<file path="config.mk">
export PLATFORM = sky130hd
export DESIGN_NAME = wb_arbiter
export DESIGN_NICKNAME = d
export VERILOG_FILES = /design/src/rtl/wb_arbiter_pkg.sv /design/src/rtl/wb_fifo.sv /design/src/rtl/wb_arbiter.sv
export SDC_FILE = /design/constraint.sdc
export NUM_CORES = 1
export LEC_CHECK = 0
export ABC_AREA = 1
export BUFFER_PORTS_ARGS = -buffer_cell sky130_fd_sc_hd__buf_4
export CORE_UTILIZATION = 50
export DETAILED_ROUTE_END_ITERATION = 6
export PLACE_DENSITY = 0.69
export SKIP_LAST_GASP = 1
export SYNTH_ARGS = -nofsm -noshare
export SYNTH_HDL_FRONTEND = slang
export SYNTH_SLANG_ARGS = --single-unit
</file>
<file path="constraint.sdc">
create_clock -name clk -period 6.16 [get_ports clk]
set_input_delay 0 -clock clk [delete_from_list [all_inputs] [get_ports clk]]
set_output_delay 0 -clock clk [all_outputs]
set_load 0.1 [all_outputs]
</file>
<file path="src/rtl/wb_arbiter_pkg.sv">
// Shared types and default sizing for the writeback arbiter slice.
// Owns the ex_update_t result record exchanged between functional units and writeback.
package wb_arbiter_pkg;

  localparam int unsigned WB_NUM_FU = 4;
  localparam int unsigned WB_DEPTH  = 8;
  localparam int unsigned WB_SKID   = 4;
  // One extra MSB distinguishes full from empty when the index bits match.
  localparam int unsigned WB_PTR_W  = $clog2(WB_DEPTH) + 1;

  typedef struct packed {
    logic        valid;
    logic [7:0]  ticket;
    logic [31:0] data;
    logic        valid_exception;
    logic [4:0]  cause;
  } ex_update_t;

endpackage

</file>
<file path="src/rtl/wb_fifo.sv">
// Per-FU result FIFO, one ex_update_t wide, with wrap-bit pointers.
// Push into a full FIFO is dropped unless the same cycle pops; drop_o flags the loss.
module wb_fifo
  import wb_arbiter_pkg::*;
#(
  parameter int unsigned Depth = WB_DEPTH,
  localparam int unsigned PtrW = $clog2(Depth) + 1
) (
  input  logic            clk,
  input  logic            rst_n,
  input  logic            push_i,
  input  logic            pop_i,
  input  ex_update_t      data_i,
  output ex_update_t      data_o,
  output logic            empty_o,
  output logic [PtrW-1:0] count_next_o,
  output logic            drop_o
);

  localparam int unsigned IdxW = PtrW - 1;

  ex_update_t      mem_q [Depth];
  logic [PtrW-1:0] wr_ptr_q, rd_ptr_q;
  logic [PtrW-1:0] count;
  logic            full;
  logic            do_push, do_pop;

  assign empty_o = (wr_ptr_q == rd_ptr_q);
  assign full    = (wr_ptr_q[PtrW-1] != rd_ptr_q[PtrW-1]) &&
                   (wr_ptr_q[IdxW-1:0] == rd_ptr_q[IdxW-1:0]);
  assign count   = wr_ptr_q - rd_ptr_q;

  assign do_pop  = pop_i && !empty_o;
  // A simultaneous pop frees the slot, so push into a full FIFO is legal then.
  assign do_push = push_i && (!full || do_pop);
  assign drop_o  = push_i && full && !do_pop;

  assign count_next_o = count + PtrW'(do_push) - PtrW'(do_pop);
  assign data_o       = mem_q[rd_ptr_q[IdxW-1:0]];

  always_ff @(posedge clk) begin
    if (!rst_n) begin
      wr_ptr_q <= '0;
      rd_ptr_q <= '0;
    end else begin
      if (do_push) wr_ptr_q <= wr_ptr_q + 1'b1;
      if (do_pop)  rd_ptr_q <= rd_ptr_q + 1'b1;
    end
  end

  always_ff @(posedge clk) begin
    if (do_push) mem_q[wr_ptr_q[IdxW-1:0]] <= data_i;
  end

endmodule

</file>
<file path="src/rtl/wb_arbiter.sv">
// Round-robin writeback arbiter over per-FU result FIFOs with registered busy back to issue.
// Optional same-cycle bypass when every FIFO is empty: define WB_BYPASS_EN.
module wb_arbiter
  import wb_arbiter_pkg::*;
#(
  parameter int unsigned NUM_FU = WB_NUM_FU,
  parameter int unsigned DEPTH  = WB_DEPTH,
  parameter int unsigned SKID   = WB_SKID
) (
  input  logic                    clk,
  input  logic                    rst_n,
  input  ex_update_t [NUM_FU-1:0] fu_update_i,
  output logic [NUM_FU-1:0]       busy_fu_o,
  output ex_update_t              wb_o,
  input  logic                    wb_ready_i,
  output logic                    overflow_o
);

  localparam int unsigned PtrW = $clog2(DEPTH) + 1;
  localparam int unsigned IdxW = (NUM_FU > 1) ? $clog2(NUM_FU) : 1;

  ex_update_t        head       [NUM_FU];
  logic [PtrW-1:0]   count_next [NUM_FU];
  logic [NUM_FU-1:0] empty, drop, push, pop;

  logic [IdxW-1:0]   rr_ptr_q;
  logic [NUM_FU-1:0] busy_q;
  logic              overflow_q;

  logic              req;
  logic [IdxW-1:0]   grant, win;

  function automatic logic [IdxW-1:0] rr_idx(input logic [IdxW-1:0] base, input int unsigned off);
    logic [31:0] sum;
    sum = 32'(base) + off;
    return IdxW'(sum % NUM_FU);
  endfunction

  for (genvar i = 0; i < NUM_FU; i++) begin : g_fifo
    wb_fifo #(
      .Depth(DEPTH)
    ) u_fifo (
      .clk         (clk),
      .rst_n       (rst_n),
      .push_i      (push[i]),
      .pop_i       (pop[i]),
      .data_i      (fu_update_i[i]),
      .data_o      (head[i]),
      .empty_o     (empty[i]),
      .count_next_o(count_next[i]),
      .drop_o      (drop[i])
    );
  end

  always_comb begin
    req   = 1'b0;
    grant = rr_ptr_q;
    for (int unsigned k = 0; k < NUM_FU; k++) begin
      if (!req && !empty[rr_idx(rr_ptr_q, k)]) begin
        req   = 1'b1;
        grant = rr_idx(rr_ptr_q, k);
      end
    end
  end

`ifdef WB_BYPASS_EN
  logic            byp_req;
  logic [IdxW-1:0] byp_sel;

  always_comb begin
    byp_req = 1'b0;
    byp_sel = rr_ptr_q;
    for (int unsigned k = 0; k < NUM_FU; k++) begin
      if (!byp_req && fu_update_i[rr_idx(rr_ptr_q, k)].valid) begin
        byp_req = 1'b1;
        byp_sel = rr_idx(rr_ptr_q, k);
      end
    end
  end
`endif

  always_comb begin
    wb_o = '0;
    win  = grant;
    pop  = '0;
    for (int unsigned i = 0; i < NUM_FU; i++) push[i] = fu_update_i[i].valid;
    if (req) begin
      wb_o       = head[grant];
      wb_o.valid = 1'b1;
      if (wb_ready_i) pop[grant] = 1'b1;
`ifdef WB_BYPASS_EN
    end else if (byp_req) begin
      // All FIFOs empty: forward straight from the FU, store only if not taken now.
      wb_o       = fu_update_i[byp_sel];
      wb_o.valid = 1'b1;
      win        = byp_sel;
      if (wb_ready_i) push[byp_sel] = 1'b0;
`endif
    end
  end

  always_ff @(posedge clk) begin
    if (!rst_n) begin
      rr_ptr_q   <= '0;
      busy_q     <= '0;
      overflow_q <= 1'b0;
    end else begin
      if (wb_o.valid && wb_ready_i) rr_ptr_q <= rr_idx(win, 1);
      for (int unsigned i = 0; i < NUM_FU; i++) begin
        busy_q[i] <= (32'(count_next[i]) >= (DEPTH - SKID));
      end
      if (|drop) overflow_q <= 1'b1;
    end
  end

  assign busy_fu_o  = busy_q;
  assign overflow_o = overflow_q;

endmodule

</file>
After elaboration in Yosys (flattened, before gate mapping) --
Memory sizes are Yosys's and may differ from the RTL's. A register that Yosys moved wholly into a read port is not among the register bits. Index checks and enable logic that the tools add are counted. Widths: inputs -> output; s select.
Cells by class: add/sub/neg operators 24, order comparisons 11, equal/unequal tests 12, muxes and demuxes 39, bitwise logic cells 1, reductions and logical operators 47
Operators by type and width (count):
- $bmux 47 s2 | 1
- $mux 46 | 2
- $mux 47 | 1
- $add 4x1->4 const B | 8
- $logic_and 1x1->1 | 25
- $mux 3 | 8
- $logic_not 1->1 | 17
- $mux 1 | 17
- $add 4x1->4 | 4
- $eq 4x4->1 | 4
- $ge 4x3->1 const B | 4
- $sub 4x1->4 | 4
- $sub 4x4->4 | 4
- $lt 2x3->1 const B | 5
- $eq 3x3->1 | 4
- $bmux 1 s2 | 4
- $mux 4 | 2
- $mux 2 | 3
- $add 2x1->2 const B | 2
- $add 2x2->2 const B | 2
- $logic_or 1x1->1 | 4
- $ne 1x1->1 | 4
- $reduce_or 4->1 | 1
- $ge 3x3->1 const B | 1
- 3 further kinds | 3
Storage, ports and cells: flip-flop bits (word level) 39, bits in writable memories 1504, input port bits 191, output and inout port bits 52, logic and storage cells 149, memories 4
Memories:
- g_fifo[0].u_fifo.mem_q | depth 8, bits a word 47, read ports 1, clocked after memory_dff 1, wr ports 1, line wb_fifo.sv:22 | ex_update_t mem_q [Depth];
- g_fifo[1].u_fifo.mem_q | depth 8, bits a word 47, read ports 1, clocked after memory_dff 1, wr ports 1, line wb_fifo.sv:22
- g_fifo[2].u_fifo.mem_q | depth 8, bits a word 47, read ports 1, clocked after memory_dff 1, wr ports 1, line wb_fifo.sv:22
- g_fifo[3].u_fifo.mem_q | depth 8, bits a word 47, read ports 1, clocked after memory_dff 1, wr ports 1, line wb_fifo.sv:22

Logic depth before layout (Yosys ltp) --
Gate-level depths: netlist of run 1.
word-level depth 24, mapped depth 29, depth with buffers taken out 28

Modules after synthesis --
A second synthesis of run 1 with hierarchy kept.
Second synthesis, totals: cell total of the unflattened synthesis 5644, area, all modules 64828.4 sq um
By module, submodules not included:
- wb_fifo (g_fifo[1].u_fifo ...) | instances 3, cells each 1265, area an instance 15509.9 sq um, seq. area each 11511.0 sq um
- wb_fifo (g_fifo[0].u_fifo) | instances 1, cells each 1265, area an instance 15514.9 sq um, seq. area each 11511.0 sq um
- wb_arbiter | instances 1, cells each 584, area an instance 2783.9 sq um, seq. area each 140.1 sq um

Worst setup path before layout of run 1 --
Ideal clock, no wire load.
path kind reg2reg, start register g_fifo[0].u_fifo.wr_ptr_q[2], end memory g_fifo[2].u_fifo.mem_q[4][0] (netlist bit), enable pin, setup time 507 ps, arrival time 5292 ps, data required time 5653 ps, slack 361 ps, stages on the path, launching flop included 15, path buffers 0, clock period less this slack 5799 ps, cell sequence dfxtp_1 inv_1 ha_1 inv_1 nor2_1 nand3_1 nand3_2 nand2_4 nor2_8 nand4_1 nand2_4 nand3_2 o21bai_4 nand2_2 nor3_1
On the way: longest elaborated chain between the ends 23, elaborated cells on any way between the ends 36, those cells by class order compare (2); eq/ne (1); mux (21); reduce/logical (12)
Ends and longest elaborated chain:
- from (decl) | line wb_fifo.sv:23 | logic [PtrW-1:0] wr_ptr_q, rd_ptr_q;
- from (signal assigned) | line wb_fifo.sv:46 | if (do_push) wr_ptr_q <= wr_ptr_q + 1'b1;
- $eq 4x4->1 * | line wb_fifo.sv:28 | assign empty_o = (wr_ptr_q == rd_ptr_q);
- $bmux 1 s2 | line wb_arbiter.sv:59 | if (!req && !empty[rr_idx(rr_ptr_q, k)]) begin
- $mux 1 (not written as such) | line wb_arbiter.sv:59
- $logic_not 1->1 | line wb_arbiter.sv:59
- $logic_and 1x1->1 | line wb_arbiter.sv:59
- $mux 1 | line wb_arbiter.sv:59
- $logic_not 1->1 | line wb_arbiter.sv:59
- $logic_and 1x1->1 | line wb_arbiter.sv:59
- (+7 left out)
- $demux 1 s2 | line wb_arbiter.sv:90 | if (wb_ready_i) pop[grant] = 1'b1;
- $mux 4 | line wb_arbiter.sv:90
- $mux 4 * | line wb_arbiter.sv:87 | if (req) begin
- $logic_and 1x1->1 * | line wb_fifo.sv:33 | assign do_pop = pop_i && !empty_o;
- $logic_or 1x1->1 * | line wb_fifo.sv:35 | assign do_push = push_i && (!full || do_pop);
- $logic_and 1x1->1 * | line wb_fifo.sv:35
- $mux 1 * | line wb_fifo.sv:52 | if (do_push) mem_q[wr_ptr_q[IdxW-1:0]] <= data_i;
- $mux 1 (not written as such) * | line wb_fifo.sv:52
- to (decl) | line wb_fifo.sv:22
Mark *: on every way between the ends. The rest lies on a longest branch, timed or not. The select of a mux whose other input is x is not followed.

Worst setup path in the final report of run 1 --
start register g_fifo[3].u_fifo.wr_ptr_q[2], end register busy_q[1], in the netlist busy_fu_o[1]
On the way: longest elaborated chain between the ends 24, elaborated cells on any way between the ends 37, those cells by class add/sub (2); order compare (3); eq/ne (1); mux (19); reduce/logical (12)
Ends and longest elaborated chain:
- from (decl) | line wb_fifo.sv:23
- from (signal assigned) | line wb_fifo.sv:46
- $eq 4x4->1 * | line wb_fifo.sv:28
- $bmux 1 s2 | line wb_arbiter.sv:59
- $mux 1 (not written as such) | line wb_arbiter.sv:59
- $logic_not 1->1 | line wb_arbiter.sv:59
- $logic_and 1x1->1 | line wb_arbiter.sv:59
- $mux 1 | line wb_arbiter.sv:59
- $logic_not 1->1 | line wb_arbiter.sv:59
- $logic_and 1x1->1 | line wb_arbiter.sv:59
- (+9 left out)
- $mux 4 * | line wb_arbiter.sv:87
- $logic_and 1x1->1 * | line wb_fifo.sv:33
- $logic_or 1x1->1 * | line wb_fifo.sv:35
- $logic_and 1x1->1 * | line wb_fifo.sv:35
- via g_fifo[1].u_fifo.do_push | line wb_fifo.sv:26 | logic do_push, do_pop;
- $add 4x1->4 * | line wb_fifo.sv:38 | assign count_next_o = count + PtrW'(do_push) - PtrW'(do_pop);
- $sub 4x1->4 * | line wb_fifo.sv:38
- $ge 4x3->1 * | line wb_arbiter.sv:110 | busy_q[i] <= (32'(count_next[i]) >= (DEPTH - SKID));
- to (signal, indexed assignment) | line wb_arbiter.sv:110
- to (decl) | line wb_arbiter.sv:27 | logic [NUM_FU-1:0] busy_q;
The timed path passes the listed nets; every way through them passes the cells marked *. The select of a mux whose other input is x is not followed. A chain may end at the register's enable or synchronous reset.

==> results of run 1 <==
## area by class of cell
type,instances,area (sq um)
antenna,11,27.5
timing repair buffer,571,4990
clock inverter,87,717
multi-input combinational,2679,14300
tap,1612,2020
sequential,1523,45200
fill,9176,48700
clock buffer,186,4020
inverter,79,320
## worst min-delay path by stage
stage	cells after the start	end	slack [ps]
after global routing	2	g_fifo[1].u_fifo.mem_q[1][27]$_DFFE_PP_	30
after detailed placement	1	g_fifo[2].u_fifo.mem_q[5][1]$_DFFE_PP_	230
after CTS	2	g_fifo[2].u_fifo.mem_q[3][4]$_DFFE_PP_	0.3
final	2	g_fifo[2].u_fifo.mem_q[3][4]$_DFFE_PP_	20
after floorplan	0	g_fifo[0].u_fifo.mem_q[0][0]$_DFFE_PP_	100
after global placement	1	g_fifo[0].u_fifo.mem_q[0][23]$_DFFE_PP_	230
## synthesized netlist by cell type, types with 12 or more instances
cell / instances
edfxtp_1: 1472
nand2_1: 164
or2_1: 37
buf_1: 27
nor2_1: 894
o221ai_1: 276
nor3_2: 35
xor2_1: 12
nand2_2: 13
clkbuf_1: 264
nand3_1: 54
o21ai_0: 934
fa_1: 12
nor3_1: 18
inv_2: 19
o211ai_1: 46
inv_1: 58
dfxtp_1: 51
a21oi_1: 118
ha_1: 16
## sequential cells by signal (all words and copies together), names as in the netlist, named ones only
| signal | count |
|---|---|
| g_fifo.u_fifo.mem_q | 1472 |
| g_fifo.u_fifo.rd_ptr_q | 16 |
| g_fifo.u_fifo.wr_ptr_q | 16 |
| busy_fu_o | 4 |
| rr_ptr_q | 2 |
| overflow_o | 1 |
## metrics by stage
step / std cells / power [mW]
2_1_floorplan: 4595 / 22.4
3_3_place_gp: 6217 / 27.7
3_5_place_dp: 6217 / 27.8
4_1_cts: 6737 / 36.7
5_1_grt: 6741 / 38.1
6_report: 6748 / 37.1
## metal layers
layer,global-route usage [%],wire length (microns)
met1,35.3,65200
met2,41.2,76300
met3,7.19,16700
met4,11.1,6500
met5,0,120
## cells by family after synthesis
logic type	after synthesis	share of synthesized area [%]
and+or+nand+nor	1250	8.69
adders and majority gates	28	0.724
buffers and inverters	393	2.60
DFF	1523	74.3
xor gates and xnor gates	21	0.333
AOI/OAI and AO/OA	1380	13.3
## power by group
part           switching, mW  internal [mW]
clock network           3.81           5.05
registers              0.294           11.7
logic                   13.2           3.11
## layout by cell type (no fill, tap or decap), types with 4 or more instances in the layout
cell | netlist | routed
clkbuf_16 | 0 | 156
buf_12 | 0 | 7
clkinv_2 | 1 | 34
inv_2 | 19 | 19
nand3_2 | 5 | 5
inv_1 | 58 | 50
o221ai_1 | 276 | 276
buf_4 | 6 | 317
clkinvlp_4 | 0 | 5
or2_0 | 9 | 9
or2_1 | 37 | 37
ha_1 | 16 | 16
nand2_1 | 164 | 163
diode_2 | 0 | 11
dfxtp_1 | 51 | 39
edfxtp_1 | 1472 | 1472
nand2_2 | 13 | 14
clkinv_1 | 0 | 33
bufinv_16 | 0 | 10
nand3b_1 | 5 | 5
nand4_1 | 5 | 5
dfxtp_2 | 0 | 8
nor2_4 | 1 | 30
fa_1 | 12 | 12
o21ai_0 | 934 | 934
nor3_2 | 35 | 38
a21oi_1 | 118 | 118
nor2_1 | 894 | 865
dlygate4sd3_1 | 0 | 247
xor2_1 | 12 | 12
xnor2_1 | 8 | 8
inv_6 | 0 | 8
dfxtp_4 | 0 | 4
nand3_1 | 54 | 54
o211ai_1 | 46 | 46
nor3_1 | 18 | 15
clkbuf_1 | 264 | 30
## timing repair
item,CTS,global route
endpoints found under the hold margin,1568,0
endpoints found under the setup margin,0,0
gates resized for setup,0,0
hold buffers,247,0
==> metrics.yaml, run 1 <==
status: "finished clean"
syn_nets: 4814
ir_drop_mv: 2.40
cp.required_ps: 6810
worstSetupStartpointType: "flip-flop"
critPathSlowestCell: "fa_1"
clock_latency_ps: 770
clock_sinks: 1523
hold_path.class: "in2reg"
rows: 127
synthArstFlopShare_pct: 0
grt_max_degree: 135
numCtsBuffers: 151
rsz0062_at_grt: "false"
vias_per_cell: 5.95
hp-start: "fu_update_i[98]"
wl_per_cell_microns: 24.4
cts_tree: "done"
power_density_nw_per_um2: 518
htreeDepth: 4
drc: 0
grt_pass1_vias: 38600
critical_path_class: "reg2reg"
clk_pin_slew_ps: 60
fin_crit_sh_pct: 91.3
yosysWarnings: 0
relSlewSlack_pct: 14.7
reg2reg_setup_slack_ps: 540
fmaxAchievable_mhz: 178
critical-path-top-delay-family: "simple AND/OR/NAND/NOR gates"
worstPathCellList: "inv_1 -> ha_1 -> inv_1 -> nor2_1 -> nand3_1 -> nand3_1 -> nand2_1 -> inv_1 -> nand4_1 -> nand2_4 -> inv_4 -> nand3_1 -> nand2_1 -> nand2_2 -> inv_2 -> fa_1 -> fa_1 -> nand3_1 -> fa_1 -> xnor2_1 -> xnor2_1 -> nor2_1 -> o21ai_0 -> inv_1"
maxCapViolCount: 0
antenna_found_initial: 15
core-area_sq_um: 120000
finalHoldViolCount: 0
area_growth_pct: 17.7
slew_violations: 0
io_pins: 243
drive_gt1_share_pct: 13.2
fin_nets: 5224
crit_arrival_ps: 6270
io_buffers: 242
dp_hpwl_microns: 96300
rr_worst_depth: 24
start_util_pct: 50.6
clock_skew_ps: 20.3
ys_seq_elements: 1523
design.die.area_sq_um: 123000
avgSynthCellArea_sq_um: 13.2
synth_top_cell_by_area: "edfxtp_1"
leakagePower_nw: 23.8
drt_iter0_drc: 4853
final_area_sq_um: 71600
globalplace.congestion: 0.938
seq_area_frac_synth_pct: 74.3
tightest_slew_ps: 1270
firstDrtPassIters: 6
hold_slack_ps: 23.5
root_buffer: "clkbuf_16"
endpoint: "busy_fu_o[1]$_SDFF_PN0_"
dp_slack_ps: 590
cpPeakStageDelay_ps: 490
cp_max_fo: 51
post_cts_buffers: 0
fp.dieW_microns: 351
cp.depth: 24
synth_flop_cell: "edfxtp_1"
grt.total_usage_pct: 26.5
worst-path-buf-inv: 6
worstReg2RegStart: "g_fifo[3].u_fifo.wr_ptr_q[2]$_SDFFE_PN0P_"
final.min_clock_period_ps: 5620
grt-ovfl-total: 0
crit_path_start: "g_fifo[3].u_fifo.wr_ptr_q[2]$_SDFFE_PN0P_"
die_h_microns: 351
end_kind: "flip-flop"
clk_path_buf_depth: 3
finalSetupTns_ps: 0
utilization_pct: 59.5
mappedNetlistArea_sq_um: 60800
synthCells: 4595
vias: 40181
yosysTopAreaCellShare_pct: 72.7
routed_wl_microns: 165000
grt_pass1_wl_microns: 243000
synth_top_cells_by_area: "edfxtp_1, o21ai_0, nor2_1"
place_area_sq_um: 64400
detail-route-antenna-nets: 0
setup_viol: 0
r2r_end: "busy_fu_o[1]$_SDFF_PN0_"
synth_edf_count: 1472
netlist-cell-type-count: 42
fin_ws_ps: 537
(Power assumes the default switching activity.)
==> inputs of run 2 (changes only) <==
--- a/config.mk
+++ b/config.mk
@@ -7,6 +7,7 @@
 export LEC_CHECK = 0
 export ABC_AREA = 1
 export BUFFER_PORTS_ARGS = -buffer_cell sky130_fd_sc_hd__buf_4
+export CORE_ASPECT_RATIO = 1.1
 export CORE_UTILIZATION = 50
 export DETAILED_ROUTE_END_ITERATION = 6
 export PLACE_DENSITY = 0.69
==> run 2 against run 1 <==
Effect of this change:
- clock skew up 15 ps
- clock power rose by 0.5%
- maximum frequency rose by 1.0%
- largest cell class unchanged
==> metrics.yaml, run 2 (same netlist as run 1, synthesis figures left out) <==
grt.total_usage_pct: 26.4  # -0.068 points
grt-ovfl-total: 0  # unchanged
fin_nets: 5257  # +0.63%
grt_use_met3_pct: 6.20  # -0.98 points
routed_wl_microns: 165000  # about the same
status: "finished clean"
place_area_sq_um: 64400  # about the same
p_total_mw: 36.9  # -0.63%
fin_ws_ps: 595  # +58.3 ps
top_usage_layer: "met2"
rr_worst_depth: 25  # +4.2%
io_buffers: 242  # unchanged
cts_tree: "done"
io_pins: 243  # unchanged
die_h_microns: 368  # +4.9%
rows: 133  # +4.7%
htreeDepth: 4  # unchanged
vias_per_cell: 5.92  # -0.50%
crit_path_start: "g_fifo[0].u_fifo.wr_ptr_q[2]$_SDFFE_PN0P_"
endpoint: "wb_o[3]"
critical_path_class: "reg2out"
relSlewSlack_pct: 16.5  # +1.8 points
tightest_slew_ps: 1250  # -26.2 ps
drt_iter0_drc: 4578  # -5.7%
end_kind: "primary output"
leakagePower_nw: 24.0  # +0.60%
setup_viol: 0  # unchanged
clk_pin_slew_ps: 70  # about the same
power_density_nw_per_um2: 513  # -1.1%
ir_drop_mv: 0.788  # -67%
crit_top_cell: "inv_1"
largest_register_ffs: 1472  # unchanged
r2r_end: "busy_fu_o[1]$_SDFF_PN0_"
clock_skew_ps: 35.1  # +14.7 ps
final_cell_mix: "edfxtp_1, o21ai_0, nor2_1"
wl_per_cell_microns: 24.3  # -0.72%
numCtsBuffers: 154  # +2.0%
fp.dieW_microns: 335  # -4.6%
antenna_found_initial: 17  # +2
reg2reg_setup_slack_ps: 830  # +290 ps
clk_path_buf_depth: 3  # unchanged
core-area_sq_um: 120000  # -0.12%
finalSetupTns_ps: 0  # unchanged
crit_arrival_ps: 5560  # -710 ps
critPathSlowestCell: "nor3_1"
start_util_pct: 50.6  # +0.060 points
cp_max_fo: 51  # unchanged
worstPathCellList: "inv_1 -> ha_1 -> inv_1 -> nor2_1 -> nand3_1 -> nand3_1 -> nand2_1 -> inv_1 -> nand4_1 -> nand2_4 -> inv_4 -> nand2_2 -> a21oi_1 -> nor3_1 -> buf_4"
worstReg2RegStart: "g_fifo[0].u_fifo.wr_ptr_q[2]$_SDFFE_PN0P_"
maxCapViolCount: 0  # unchanged
dp_cells: 6229  # +0.19%
drive_gt1_share_pct: 13.1  # -0.089 points
cpPeakStageDelay_ps: 880  # +390 ps
globalplace.congestion: 0.899  # -4.1%
final.min_clock_period_ps: 5560  # -58.3 ps
grtUsageMet2_pct: 41.0  # -0.20 points
dp_hpwl_microns: 96700  # +0.38%
grtUsageMet1_pct: 35.6  # +0.33 points
fmaxAchievable_mhz: 180  # +1.0%
vias: 40242  # +0.15%
finalHoldViolCount: 0  # unchanged
final_area_sq_um: 71900  # +0.43%
clock_sinks: 1523  # unchanged
firstDrtPassIters: 6  # unchanged
drc: 0  # unchanged
layout_commonest_cell: "edfxtp_1"
worstSetupStartpointType: "flip-flop"
grt_max_degree: 135  # unchanged
root_buffer: "clkbuf_16"
detail-route-antenna-nets: 0  # unchanged
clock_latency_ps: 790  # +20 ps
fillers: 9180  # +0.044%
dp_slack_ps: 918  # +327 ps
hold_path.class: "in2reg"
slew_violations: 0  # unchanged
design.die.area_sq_um: 123000  # about the same
fin_cells: 6792  # +0.65%
grt_pass1_vias: 38519  # -0.21%
cp.required_ps: 6160  # -650 ps
rsz0062_at_grt: "false"
fin_crit_sh_pct: 90.3  # -0.95 points
grt_pass1_wl_microns: 243000  # about the same
area_growth_pct: 18.2
## run 2: cell types whose count changed in the layout (fill, tap and decap cells not counted), moves of 2 or more
cell,delta
clkbuf_1,+2
buf_4,+6
clkinvlp_4,-4
clkinv_2,-6
clkinv_4,+2
bufinv_16,-2
clkbuf_16,+4
inv_6,+3
dlygate4sd3_1,+26
clkinv_1,+7
buf_12,-2
clkinv_8,-2
## run 2: cell type report
| type | count | area, sq um | area share [%] |
|---|---|---|---|
| Sequential cell | 1523 | 45200 | 62.9 |
| Multi-Input combinational cell | 2679 | 14300 | 19.8 |
| Timing Repair Buffer | 601 | 5260 | 7.31 |
| Clock buffer | 192 | 4120 | 5.74 |
| Tap cell | 1620 | 2030 | 2.82 |
| Clock inverter | 86 | 639 | 0.889 |
| Inverter | 79 | 319 | 0.444 |
| Antenna cell | 12 | 30.0 | 0.0418 |
## run 2: power by group
| part | internal [mW] | switching (mW) |
|---|---|---|
| registers | 11.7 | 0.263 |
| logic | 3.14 | 12.9 |
| clock network | 5.08 | 3.83 |
## run 2: repair_timing
action                                 in CTS  in global routing
endpoints found under the hold margin    1598                  0
hold buffers                              273                  0
setup buffers                               0                  0
gates resized for setup                     0                  0
## run 2: through the flow
stage / hold WS (ps) / utilization, %
floorplan: 98.9 / -
global placement: 234 / 53.6
detailed placement: 234 / 53.6
CTS: 0.564 / 59.8
global route: 15.4 / 59.8
finish: 19.6 / 59.8
## run 2: worst min-delay path by stage
stage / from / to / cells past startpoint
floorplan: fu_update_i[0] / g_fifo[0].u_fifo.mem_q[0][0]$_DFFE_PP_ / 0
detailed placement: fu_update_i[139] / g_fifo[2].u_fifo.mem_q[7][45]$_DFFE_PP_ / 1
global placement: fu_update_i[137] / g_fifo[2].u_fifo.mem_q[3][43]$_DFFE_PP_ / 1
global route: fu_update_i[175] / g_fifo[3].u_fifo.mem_q[7][34]$_DFFE_PP_ / 2
CTS: fu_update_i[91] / g_fifo[1].u_fifo.mem_q[2][44]$_DFFE_PP_ / 2
finish: fu_update_i[177] / g_fifo[3].u_fifo.mem_q[5][36]$_DFFE_PP_ / 2
## run 2: critical path: cells and delay by family (launching register included)
| family | cells | cell delay [ps] |
|---|---|---|
| AOI/OAI and AO/OA | 1 | 230 |
| adders and majority gates | 1 | 350 |
| buffers and inverters | 5 | 950 |
| DFF | 1 | 430 |
| and+or+nand+nor | 8 | 2760 |
## run 2: layer usage
metal | vias up | share of wire [%]
li1 | 18109 | -
met4 | 18 | 4.5
met2 | 1834 | 47
met5 | - | 0.071
met3 | 301 | 9.7
met1 | 19980 | 39
